File: src/rtl/ddr_rw_arbiter.sv
// ddr_rw_arbiter: shares one mig_ctrl burst engine between a frame-writer client and a
// display-reader client. Long transfers are split into bursts of at most MAX_BURST beats.
// Bursts are interleaved round-robin, and an urgent read can take the next slot. Each
// client's data strobes are routed only while that client holds the grant.
module ddr_rw_arbiter #(
   parameter int unsigned ADDR_W    = 28,
   parameter int unsigned LEN_W     = 16,
   parameter int unsigned DATA_W    = 128,
   parameter int unsigned MAX_BURST = 64,
   parameter int unsigned ADDR_STEP = 8
) (
   input  logic              clk,
   input  logic              rst_n,
   // write client
   input  logic              c_wr_req,
   input  logic [ADDR_W-1:0] c_wr_addr,
   input  logic [LEN_W-1:0]  c_wr_len,
   input  logic [DATA_W-1:0] c_wr_data,
   output logic              c_wr_data_valid,
   output logic              c_wr_busy,
   output logic              c_wr_done,
   // read client
   input  logic              c_rd_req,
   input  logic [ADDR_W-1:0] c_rd_addr,
   input  logic [LEN_W-1:0]  c_rd_len,
   input  logic              c_rd_urgent,
   output logic [DATA_W-1:0] c_rd_data,
   output logic              c_rd_data_valid,
   output logic              c_rd_busy,
   output logic              c_rd_done,
   // mig_ctrl write port
   output logic              wr_req,
   output logic [ADDR_W-1:0] wr_req_addr,
   output logic [LEN_W-1:0]  wr_length,
   output logic [DATA_W-1:0] wr_data,
   input  logic              wr_busy,
   input  logic              wr_data_valid,
   input  logic              wr_done,
   // mig_ctrl read port
   output logic              rd_req,
   output logic [ADDR_W-1:0] rd_req_addr,
   output logic [LEN_W-1:0]  rd_length,
   input  logic [DATA_W-1:0] rd_data,
   input  logic              rd_busy,
   input  logic              rd_data_valid,
   input  logic              rd_done
);

   localparam logic [LEN_W-1:0]  BurstMax = LEN_W'(MAX_BURST);
   localparam logic [ADDR_W-1:0] AddrStep = ADDR_W'(ADDR_STEP);

   typedef enum logic [2:0] {
      StIdle,
      StWrIssue,
      StWrWait,
      StRdIssue,
      StRdWait
   } state_e;

   state_e state_q, state_d;
   logic   last_rd_q, last_rd_d;  // 1: read held the most recent grant

   // Burst currently presented to mig_ctrl
   logic [ADDR_W-1:0] wr_addr_q, wr_addr_d, rd_addr_q, rd_addr_d;
   logic [LEN_W-1:0]  wr_len_q, wr_len_d, rd_len_q, rd_len_d;

   // Per-client transfer tracking
   logic              wc_busy_q, wc_busy_d, wc_done_q, wc_done_d;
   logic [LEN_W-1:0]  wc_rem_q, wc_rem_d;
   logic [ADDR_W-1:0] wc_cur_q, wc_cur_d;
   logic              rc_busy_q, rc_busy_d, rc_done_q, rc_done_d;
   logic [LEN_W-1:0]  rc_rem_q, rc_rem_d;
   logic [ADDR_W-1:0] rc_cur_q, rc_cur_d;

   logic              wr_fin, rd_fin;    // burst completed this cycle
   logic              wc_pend, rc_pend;  // client still has beats to move
   logic              wr_grant, rd_grant;
   logic [LEN_W-1:0]  wc_chunk, rc_chunk;

   assign wc_pend  = wc_busy_q & ~wc_done_q & (wc_rem_q != '0);
   assign rc_pend  = rc_busy_q & ~rc_done_q & (rc_rem_q != '0);
   assign wc_chunk = (wc_rem_q > BurstMax) ? BurstMax : wc_rem_q;
   assign rc_chunk = (rc_rem_q > BurstMax) ? BurstMax : rc_rem_q;

   assign wr_grant = (state_q == StWrIssue) | (state_q == StWrWait);
   assign rd_grant = (state_q == StRdIssue) | (state_q == StRdWait);

   // Client-facing outputs and data routing
   assign c_wr_busy       = wc_busy_q;
   assign c_wr_done       = wc_done_q;
   assign c_rd_busy       = rc_busy_q;
   assign c_rd_done       = rc_done_q;
   assign wr_data         = c_wr_data;
   assign c_rd_data       = rd_data;
   assign c_wr_data_valid = wr_data_valid & wr_grant;
   assign c_rd_data_valid = rd_data_valid & rd_grant;
   assign wr_req_addr     = wr_addr_q;
   assign wr_length       = wr_len_q;
   assign rd_req_addr     = rd_addr_q;
   assign rd_length       = rd_len_q;

   // Arbitration and burst sequencing
   always_comb begin
      state_d   = state_q;
      last_rd_d = last_rd_q;
      wr_addr_d = wr_addr_q;
      wr_len_d  = wr_len_q;
      rd_addr_d = rd_addr_q;
      rd_len_d  = rd_len_q;
      wr_req    = 1'b0;
      rd_req    = 1'b0;
      wr_fin    = 1'b0;
      rd_fin    = 1'b0;
      case (state_q)
         StIdle: begin
            // Write wins only if read is absent, or on a non-urgent tie after a read grant
            if (wc_pend && (!rc_pend || (!c_rd_urgent && last_rd_q))) begin
               state_d   = StWrIssue;
               last_rd_d = 1'b0;
               wr_addr_d = wc_cur_q;
               wr_len_d  = wc_chunk;
            end else if (rc_pend) begin
               state_d   = StRdIssue;
               last_rd_d = 1'b1;
               rd_addr_d = rc_cur_q;
               rd_len_d  = rc_chunk;
            end
         end
         StWrIssue: begin
            // Hold off the request while mig_ctrl is still busy
            if (!wr_busy) begin
               wr_req  = 1'b1;
               state_d = StWrWait;
            end
         end
         StWrWait: begin
            if (wr_done) begin
               wr_fin  = 1'b1;
               state_d = StIdle;
            end
         end
         StRdIssue: begin
            if (!rd_busy) begin
               rd_req  = 1'b1;
               state_d = StRdWait;
            end
         end
         StRdWait: begin
            if (rd_done) begin
               rd_fin  = 1'b1;
               state_d = StIdle;
            end
         end
         default: state_d = StIdle;
      endcase
   end

   // Write client: capture, per-burst bookkeeping, completion pulse
   always_comb begin
      wc_busy_d = wc_busy_q;
      wc_done_d = 1'b0;
      wc_rem_d  = wc_rem_q;
      wc_cur_d  = wc_cur_q;
      if (!wc_busy_q) begin
         if (c_wr_req) begin
            wc_busy_d = 1'b1;
            wc_rem_d  = c_wr_len;
            wc_cur_d  = c_wr_addr;
         end
      end else if (wc_done_q) begin
         // busy stays up through the done cycle so a same-cycle request is dropped
         wc_busy_d = 1'b0;
      end else if (wc_rem_q == '0) begin
         // zero-length request: finish without touching memory
         wc_done_d = 1'b1;
      end else if (wr_fin) begin
         wc_rem_d  = wc_rem_q - wr_len_q;
         wc_cur_d  = wc_cur_q + ADDR_W'(wr_len_q) * AddrStep;
         wc_done_d = (wc_rem_q == wr_len_q);
      end
   end

   // Read client: capture, per-burst bookkeeping, completion pulse
   always_comb begin
      rc_busy_d = rc_busy_q;
      rc_done_d = 1'b0;
      rc_rem_d  = rc_rem_q;
      rc_cur_d  = rc_cur_q;
      if (!rc_busy_q) begin
         if (c_rd_req) begin
            rc_busy_d = 1'b1;
            rc_rem_d  = c_rd_len;
            rc_cur_d  = c_rd_addr;
         end
      end else if (rc_done_q) begin
         rc_busy_d = 1'b0;
      end else if (rc_rem_q == '0) begin
         rc_done_d = 1'b1;
      end else if (rd_fin) begin
         rc_rem_d  = rc_rem_q - rd_len_q;
         rc_cur_d  = rc_cur_q + ADDR_W'(rd_len_q) * AddrStep;
         rc_done_d = (rc_rem_q == rd_len_q);
      end
   end

   // Arbiter state and issued-burst registers
   always_ff @(posedge clk or negedge rst_n) begin
      if (!rst_n) begin
         state_q   <= StIdle;
         last_rd_q <= 1'b1;
         wr_addr_q <= '0;
         wr_len_q  <= '0;
         rd_addr_q <= '0;
         rd_len_q  <= '0;
      end else begin
         state_q   <= state_d;
         last_rd_q <= last_rd_d;
         wr_addr_q <= wr_addr_d;
         wr_len_q  <= wr_len_d;
         rd_addr_q <= rd_addr_d;
         rd_len_q  <= rd_len_d;
      end
   end

   // Client tracking registers
   always_ff @(posedge clk or negedge rst_n) begin
      if (!rst_n) begin
         wc_busy_q <= 1'b0;
         wc_done_q <= 1'b0;
         wc_rem_q  <= '0;
         wc_cur_q  <= '0;
         rc_busy_q <= 1'b0;
         rc_done_q <= 1'b0;
         rc_rem_q  <= '0;
         rc_cur_q  <= '0;
      end else begin
         wc_busy_q <= wc_busy_d;
         wc_done_q <= wc_done_d;
         wc_rem_q  <= wc_rem_d;
         wc_cur_q  <= wc_cur_d;
         rc_busy_q <= rc_busy_d;
         rc_done_q <= rc_done_d;
         rc_rem_q  <= rc_rem_d;
         rc_cur_q  <= rc_cur_d;
      end
   end

endmodule

File: config.mk
export PLATFORM = sky130hd
export DESIGN_NAME = ddr_rw_arbiter
export DESIGN_NICKNAME = d
export VERILOG_FILES = /design/src/rtl/ddr_rw_arbiter.sv
export SDC_FILE = /design/constraint.sdc
export NUM_CORES = 1
export LEC_CHECK = 0
export BUFFER_PORTS_ARGS = -buffer_cell sky130_fd_sc_hd__buf_2
export CAP_MARGIN = 20
export CELL_PAD_IN_SITES_DETAIL_PLACEMENT = 0
export CELL_PAD_IN_SITES_GLOBAL_PLACEMENT = 2
export CORE_AREA = 4 4 276 278
export DETAILED_ROUTE_END_ITERATION = 12
export DIE_AREA = 0 0 280 282
export GPL_ROUTABILITY_DRIVEN = 0
export PLACE_DENSITY_LB_ADDON = 0.1
export SLEW_MARGIN = 15
export SYNTH_ARGS = -nofsm -noshare
export SYNTH_HDL_FRONTEND = slang
export SYNTH_SLANG_ARGS = --single-unit
File: constraint.sdc
create_clock -name clk -period 2.8 [get_ports clk]
set_clock_uncertainty 0.1 [all_clocks]
set_input_delay 0.56 -clock clk [delete_from_list [all_inputs] [get_ports clk]]
set_output_delay 0.56 -clock clk [all_outputs]
set_load 0.02 [all_outputs]
[Word-level counts from Yosys, hierarchy flattened]
Cells that the tools add are included.
Cells by class
  $add $sub $neg: 4
  magnitude comparators: 2
  equality and inequality tests: 17
  multiplexer cells: 53
  bitwise operators: 11
  reduce and logical (&&, ||, !) cells: 19
Operators by type and width (number)
  $mux W28: 10
  $mux W16: 12
  $add A28 B19 Y28: 2
  $eq A16 B16 Y1: 2
  $gt A16 B7 Y1 const B: 2
  $logic_not A16 Y1: 2
  $reduce_bool A16 Y1: 2
  $sub A16 B16 Y16: 2
  $mux W1: 24
  $mux W3: 6
  $ne A2 B2 Y1 const B: 8
  $pmux W3 S5: 1
  $reduce_and A4 Y1: 2
  $and A1 B1 Y1: 6
  $eq A3 B2 Y1 const B: 2
  $reduce_bool A2 Y1: 3
  $reduce_and A5 Y1: 1
  $ne A2 B1 Y1 const B: 2
  $reduce_and A2 Y1: 2
  $eq A3 B1 Y1 const B: 1
  $eq A3 B3 Y1 const B: 1
  $logic_not A3 Y1: 1
  $ne A3 B3 Y1 const B: 1
  $not A1 Y1: 3
  5 further kinds: 8
Storage, ports and cells
  flip-flop bits (word level): 184
  logic and storage cells: 120

[Logic depth before layout (Yosys ltp)]
Gate-level depths: netlist of the first run.
  depth after elaboration: 8
  gate-level depth with buffers: 11
  gate-level depth less buffers: 11

[Least setup slack after synthesis of the first run]
Ideal clock, no wire load.
  kind: reg-to-reg
  from: register rd_len_q[0] (netlist: rd_length[0])
  to: register rc_rem_q[12]
  setup time: 0.124 ns
  data arrival time: 2.486 ns
  required time: 2.576 ns
  path slack: 0.090 ns
  stages on the path, launching flop included: 11
  path buffers: 0
  clock period less this slack: 2.710 ns
  cell sequence: dfrtp_1 -> ha_1 -> inv_1 -> fa_1 -> a21o_1 -> a21oi_1 -> o21ai_0 -> a2111oi_0 -> nor3_1 -> mux2i_1 -> a211o_1
Between the ends
  longest elaborated chain between the ends: 5
Ends and longest elaborated chain
  start, declared: RTL line 65  | logic [LEN_W-1:0] wr_len_q, wr_len_d, rd_len_q, rd_len_d;
  start signal, assigned: RTL line 221  | rd_len_q <= rd_len_d;
  $sub A16 B16 Y16: RTL line 200  | rc_rem_d = rc_rem_q - rd_len_q;
  $mux W16: RTL line 199  | end else if (rd_fin) begin
  $mux W16: RTL line 197  | end else if (rc_rem_q == '0) begin
  $mux W16: RTL line 195  | end else if (rc_done_q) begin
  $mux W16: RTL line 189  | if (!rc_busy_q) begin
  end signal, assigned: RTL line 243  | rc_rem_q <= rc_rem_d;
  end, declared: RTL line 72  | logic [LEN_W-1:0] rc_rem_q, rc_rem_d;
Every way passes these cells. The select of a mux whose other input is x is not followed.
A chain may end at the register's enable or synchronous reset.

[Final worst setup path of the first run]
  from: register rd_len_q[0] (netlist: rd_length[0])
  to: register rc_cur_q[23]
Between the ends
  longest elaborated chain between the ends: 5
Ends and longest elaborated chain
  $add A28 B19 Y28: RTL line 201  | rc_cur_d = rc_cur_q + ADDR_W'(rd_len_q) * AddrStep;
  $mux W28: RTL line 199
  $mux W28: RTL line 197
  $mux W28: RTL line 195
  $mux W28: RTL line 189
  end signal, assigned: RTL line 244  | rc_cur_q <= rc_cur_d;
  end, declared: RTL line 73  | logic [ADDR_W-1:0] rc_cur_q, rc_cur_d;
Every way passes these cells. The select of a mux whose other input is x is not followed.

==> flow_metrics.tcl, run 1 <==
set metrics [dict create \
    status "finished clean" \
    synth_ff_type "dfrtp_1" \
    cts_buffers 17 \
    dieArea_sq_um 79000 \
    ys_warn_count 0 \
    grt_pass1_wl_microns 78900 \
    fin_util_pct 20.2 \
    hold_ws_ns 0.169 \
    drt_iter0_drc 423 \
    cp_max_fo 3 \
    drc 0 \
    fin_cells 2445 \
    core_area_sq_um 73900 \
    dr.pass1.iters 4 \
    p_leak_uw 0.00708 \
    nets 1883 \
    final-max-slew-violation-count 0 \
    area_growth_pct 12.2 \
    cts_buffer_depth 2 \
    ys_seq_elements 184 \
    ios 707 \
    hold_viol 0 \
    cts_tree "done" \
    setup_violations 0 \
    max_slew_margin_pct 40.3 \
    syn_nets 1878 \
    synthDistinctLibCells 79 \
    drive_gt1_share_pct 29.1 \
    min_path_type "in -> reg" \
    start_util_pct 18.0 \
    die_h_microns 282 \
    synthArstFlopShare_pct 100 \
    cts_root_buf "clkbuf_16" \
    wirelength_microns 55600 \
    cts.sink_count 184 \
    synthTopCellsByArea "dfrtp_1 34%, buf_4 15%, ha_1 5.8%" \
    fill_cells 8213 \
    synth_area_sq_um 13300 \
    rows 100 \
    path_clk_slew_ns 0.09 \
    synth_top_family_by_area "buffers and inverters" \
    period_share_pct 95.8 \
    yosysSeqAreaShare_pct 34.6 \
    grt_pass1_vias 10800 \
    grt.overflow.total 0 \
    worstSkewPairLatency_ns 0.49 \
    synth_top_area_share_pct 34.4 \
    grt_max_degree 58 \
    final_cell_mix "193 x buf_2, 180 x dfrtp_1, 116 x nand2_1" \
    crit_type "reg -> reg" \
    crit_required_ns 3.07 \
    num_vias 10200 \
    synth_fa_ha_area_share_pct 6.43 \
    grt_antenna_before_repair 1 \
    portBuffers 194 \
    worst_pin_slew_ns 0.895 \
    hpwlAfterDp_microns 44300 \
    startpoint_type "flip-flop" \
    grt_util_all_layers_pct 13.8 \
    antenna_left 0 \
    synth_mux_area_share_pct 8.52 \
    synth_cells 1457 \
    ir_drop_mv 0.328 \
    synth_compound_area_share_pct 15.7 \
    synth_edf_count 0 \
    power_density_nw_per_um2 961 \
    drv_cap 0 \
    seqCellArea_sq_um 4610 \
    multi_input_area_sq_um 6440 \
    die_w_microns 280 \
    wl_per_cell_microns 22.8 \
    layout_min_cycle_time_ns 2.68 \
    htree_levels 4 \
    dp.cells 2406 \
    yosys.area_share.simple_pct 14.0 \
    worstPathArrival_ns 2.96 \
    synth_xor_xnor_area_share_pct 2.77 \
    synth_area_leader_cell "dfrtp_1" \
    end_kind "flip-flop" \
    fmax_mhz 373 \
    avgSynthCellArea_sq_um 9.13 \
    vias_per_cell 4.17 \
    final_common_cell "buf_2" \
]
[layout make-up]
cell class | count | area share (%)
Tap cell | 969 | 8.12
Multi-Input combinational cell | 909 | 43.1
Antenna cell | 1 | 0.0168
Clock inverter | 12 | 0.931
Clock buffer | 20 | 3.06
Sequential cell | 184 | 30.9
Timing Repair Buffer | 296 | 12.5
Inverter | 54 | 1.36
[logic make-up after synthesis]
group,Yosys count
XOR/XNOR,42
adder cells (fa/ha/maj),66
buffers and inverters,364
AO/OA/AOI/OAI,334
multiplexers,98
AND/OR/NAND/NOR,369
flip-flops,184
[worst max-delay path, cell delays in order (launching register included)]
cell and delay [ns]:
dfrtp_1 0.39, buf_4 0.15, ha_4 0.17, fa_2 0.39
a21o_1 0.21, nand4_1 0.21, a21oi_2 0.11, o31ai_2 0.31
nand2_1 0.16, buf_4 0.17, a21oi_2 0.13, nor3_2 0.05
[synth_stat cells, drive strengths merged, types with 10 or more instances]
| cell | count |
|---|---|
| a211oi | 11 |
| a21o | 28 |
| a21oi | 100 |
| a31oi | 10 |
| and2 | 18 |
| and3 | 25 |
| buf | 278 |
| clkbuf | 32 |
| dfrtp | 183 |
| ha | 62 |
| inv | 54 |
| mux2 | 55 |
| mux2i | 42 |
| nand2 | 117 |
| nand2b | 10 |
| nand3 | 35 |
| nor2 | 70 |
| nor2b | 13 |
| nor3 | 23 |
| o21a | 11 |
| o21ai | 99 |
| o21bai | 14 |
| o22ai | 16 |
| or3 | 13 |
| xnor2 | 28 |
| xor2 | 14 |
[registers in the layout, indices dropped and copies added, names as in the netlist, 3 cells and up]
name and count:
rc_cur_q 28, rc_rem_q 16, rd_length 16, rd_req_addr 28
state_q 3, wc_cur_q 28, wc_rem_q 16, wr_length 16
wr_req_addr 28
[metal layers]
metal | wire length, microns | up-vias | global-route usage (%)
li1 | - | 4874 | -
met1 | 23900 | 4853 | 16.8
met2 | 25700 | 403 | 22.0
met3 | 5080 | 53 | 6.18
met4 | 931 | 4 | 3.77
met5 | 76 | - | 0.894
[per-stage QoR]
stage / cell area, sq um / setup slack [ns] / power (uW) / setup TNS (ns)
floorplan: 13300 / 0.0897 / 9410 / 0
CTS: 14800 / -0.00796 / 14600 / -0.0128
global route: 14900 / -0.00857 / 15500 / -0.0152
detailed placement: 14100 / -0.177 / 11700 / -0.296
global placement: 14100 / -0.204 / 11700 / -0.295
finish: 14900 / 0.116 / 14300 / 0
[power breakdown]
| group | total, uW | switching [uW] | internal, uW | leakage (uW) |
|---|---|---|---|---|
| logic | 7530 | 4290 | 3240 | 0.00442 |
| registers | 4110 | 680 | 3430 | 0.00238 |
| clock network | 2700 | 1320 | 1380 | 0.000286 |
| total | 14300 | 6290 | 8060 | 0.00708 |
[path summary, 6_finish.rpt]
check | start | end | slack, ns | cells after the start
min in group asynchronous | rst_n | rd_req_addr[3] | 0.49 | 2
setup reg to reg | rd_length[0] | rc_cur_q[23] | 0.12 | 11
hold reg to reg | rd_req_addr[18] | rd_req_addr[18] | 0.38 | 2
max in group asynchronous | rst_n | c_rd_busy | 1.34 | 3
hold / removal | c_wr_addr[2] | wc_cur_q[2] | 0.17 | 3
setup / recovery | rd_length[0] | rc_cur_q[23] | 0.12 | 11
[timing repair]
item | 4_1_cts | 5_1_grt
setup endpoints to repair | 9 | 45
setup buffers | 1 | 4
gates resized for setup | 5 | 31
endpoints found under the hold margin | 47 | 0
pin swaps | 3 | 13
hold buffers | 1 | 0
(Power assumes the default switching activity.)
==> run 2: changes to the inputs <==
--- a/config.mk
+++ b/config.mk
@@ -14,6 +14,7 @@
 export DIE_AREA = 0 0 280 282
 export GPL_ROUTABILITY_DRIVEN = 0
 export PLACE_DENSITY_LB_ADDON = 0.1
+export RECOVER_POWER = 100
 export SLEW_MARGIN = 15
 export SYNTH_ARGS = -nofsm -noshare
 export SYNTH_HDL_FRONTEND = slang
==> flow_metrics.tcl, run 2 (synthesized netlist as in run 1, its figures left out) <==
set metrics [dict create \
    status "complete, but fails checks" \
    violations "capacitance limit, slew limit" \
    final_cell_mix "180 x dfrtp_1, 116 x nand2_1, 104 x buf_2" \
    hpwlAfterDp_microns 44300 \
    detailedPlace.worstSlack_ns -0.177 \
    final_common_cell "dfrtp_1" \
    worstPathArrival_ns 2.94 \
    num_vias 10200 \
    min_path_type "in -> reg" \
    cpPeakStageDelay_ns 0.39 \
    period_share_pct 95.3 \
    cts.sink_count 184 \
    setup_violations 0 \
    seqCellArea_sq_um 4610 \
    ios 707 \
    rows 100 \
    max_slew_margin_pct -9.12 \
    area_growth_pct 10.6 \
    wl_per_cell_microns 22.8 \
    p_sw_uw 6280 \
    cts_root_buf "clkbuf_16" \
    worst_pin_slew_ns 1.64 \
    tns_ns 0 \
    antenna_left 0 \
    drv_cap 1 \
    cts_buffers 17 \
    core_area_sq_um 73900 \
    power_density_nw_per_um2 964 \
    cp_num_buf_inv 2 \
    crit_chain "buf_4, ha_4, fa_2, a21o_1, nand4_1, a21oi_2, o31ai_2, nand2_1, buf_4, a21oi_2, nor3_2" \
    combPwrFrac_pct 51.9 \
    grt_util_all_layers_pct 13.8 \
    grt_max_degree 58 \
    cts_buffer_depth 2 \
    dr.pass1.iters 4 \
    dieArea_sq_um 79000 \
    htree_levels 4 \
    final-max-slew-violation-count 52 \
    drt_iter0_drc 400 \
    layout_min_cycle_time_ns 2.67 \
    die_w_microns 280 \
    ir_drop_mv 0.327 \
    drc 0 \
    grt_pass1_vias 10800 \
    worstSkewPairLatency_ns 0.49 \
    p_seq_share_pct 29.0 \
    cp_max_fo 3 \
    fin_util_pct 19.9 \
    startpoint_type "flip-flop" \
    crit_type "reg -> reg" \
    hold_viol 0 \
    p_sw_share_pct 44.3 \
    multi_input_area_sq_um 6430 \
    portBuffers 194 \
    cts_tree "done" \
    fill_cells 8258 \
    start_util_pct 18.0 \
    path_clk_slew_ns 0.09 \
    crit_slowest_cell "dfrtp_1" \
    grt_pass1_wl_microns 78900 \
    nets 1883 \
    vias_per_cell 4.16 \
    end_kind "flip-flop" \
    die_h_microns 282 \
    cp_top_family "compound AO/OA/AOI/OAI gates" \
    fmax_mhz 375 \
    p_int_uw 7900 \
    power_frac_clock_pct 19.0 \
    setup_ws_ns 0.131 \
    wirelength_microns 55700 \
    crit_required_ns 3.07 \
    drive_gt1_share_pct 22.2 \
    grt_antenna_before_repair 1 \
    grt.overflow.total 0 \
    p_leak_uw 0.00667 \
]
run 2: changes by cell type in the layout (fill, tap and decap cells not counted), moves of 7 or more:
cell      change
clkbuf_1     +99
and2_0        +7
buf_2        -89
and2_1        -7
buf_4        -14
run 2: worst paths after layout:
kind | startpoint | end | slack [ns] | depth (start not counted)
max in group asynchronous | rst_n | c_rd_busy | 0.39 | 3
min in group asynchronous | rst_n | rd_req_addr[3] | 0.92 | 2
hold reg to reg | rd_req_addr[18] | rd_req_addr[18] | 0.38 | 2
setup reg to reg | rd_length[0] | rc_cur_q[23] | 0.13 | 11
setup / recovery | rd_length[0] | rc_cur_q[23] | 0.13 | 11
hold / removal | c_wr_addr[2] | wc_cur_q[2] | 0.17 | 3
run 2: timing repair:
action	CTS	global route
buffers inserted	1	4
pin swaps	3	13
gates resized for setup	5	31
endpoints found under the setup margin	9	45
hold buffers	1	0
endpoints found under the hold margin	47	0
run 2: area by class of cell:
cell class                      count  area share, %
Clock buffer                       20           3.10
Tap cell                          969           8.24
Sequential cell                   184           31.3
Inverter                           54           1.38
Timing Repair Buffer              296           11.3
Antenna cell                        1         0.0170
Multi-Input combinational cell    909           43.7
Clock inverter                     12          0.944
run 2: layer usage:
| layer | wire, microns | part of all wire [%] | vias to the layer above | global-route usage, % |
|---|---|---|---|---|
| li1 | - | - | 4867 | - |
| met1 | 23900 | 43 | 4819 | 16.8 |
| met2 | 25700 | 46 | 419 | 22.0 |
| met3 | 5160 | 9.3 | 53 | 6.18 |
| met4 | 930 | 1.7 | 4 | 3.77 |
| met5 | 76 | 0.14 | - | 0.894 |
run 2: power groups by stage:
stage / combinational, uW / sequential, uW / clock, uW
after floorplan: 5100 / 4310 / 0
after global placement: 7570 / 4170 / 0
after detailed placement: 7560 / 4170 / 0
after CTS: 7600 / 4120 / 2850
after global routing: 8230 / 4240 / 2900
final: 7360 / 4120 / 2700
run 2: through the flow:
step,hold WS (ns),cell area (sq um),power [uW],std cells
finish,0.167,14700,14200,2445
global route,0.149,14700,15400,2444
CTS,0.117,14800,14600,2440
detailed placement,0.368,14100,11700,2406
global placement,0.359,14100,11700,2406
floorplan,0.164,13300,9410,1457
run 2: tightest hold or removal path: cells and delay by family:
family                 cells  cell delay, ns
AND/OR/NAND/NOR            2            0.08
buffers and inverters      1            0.08
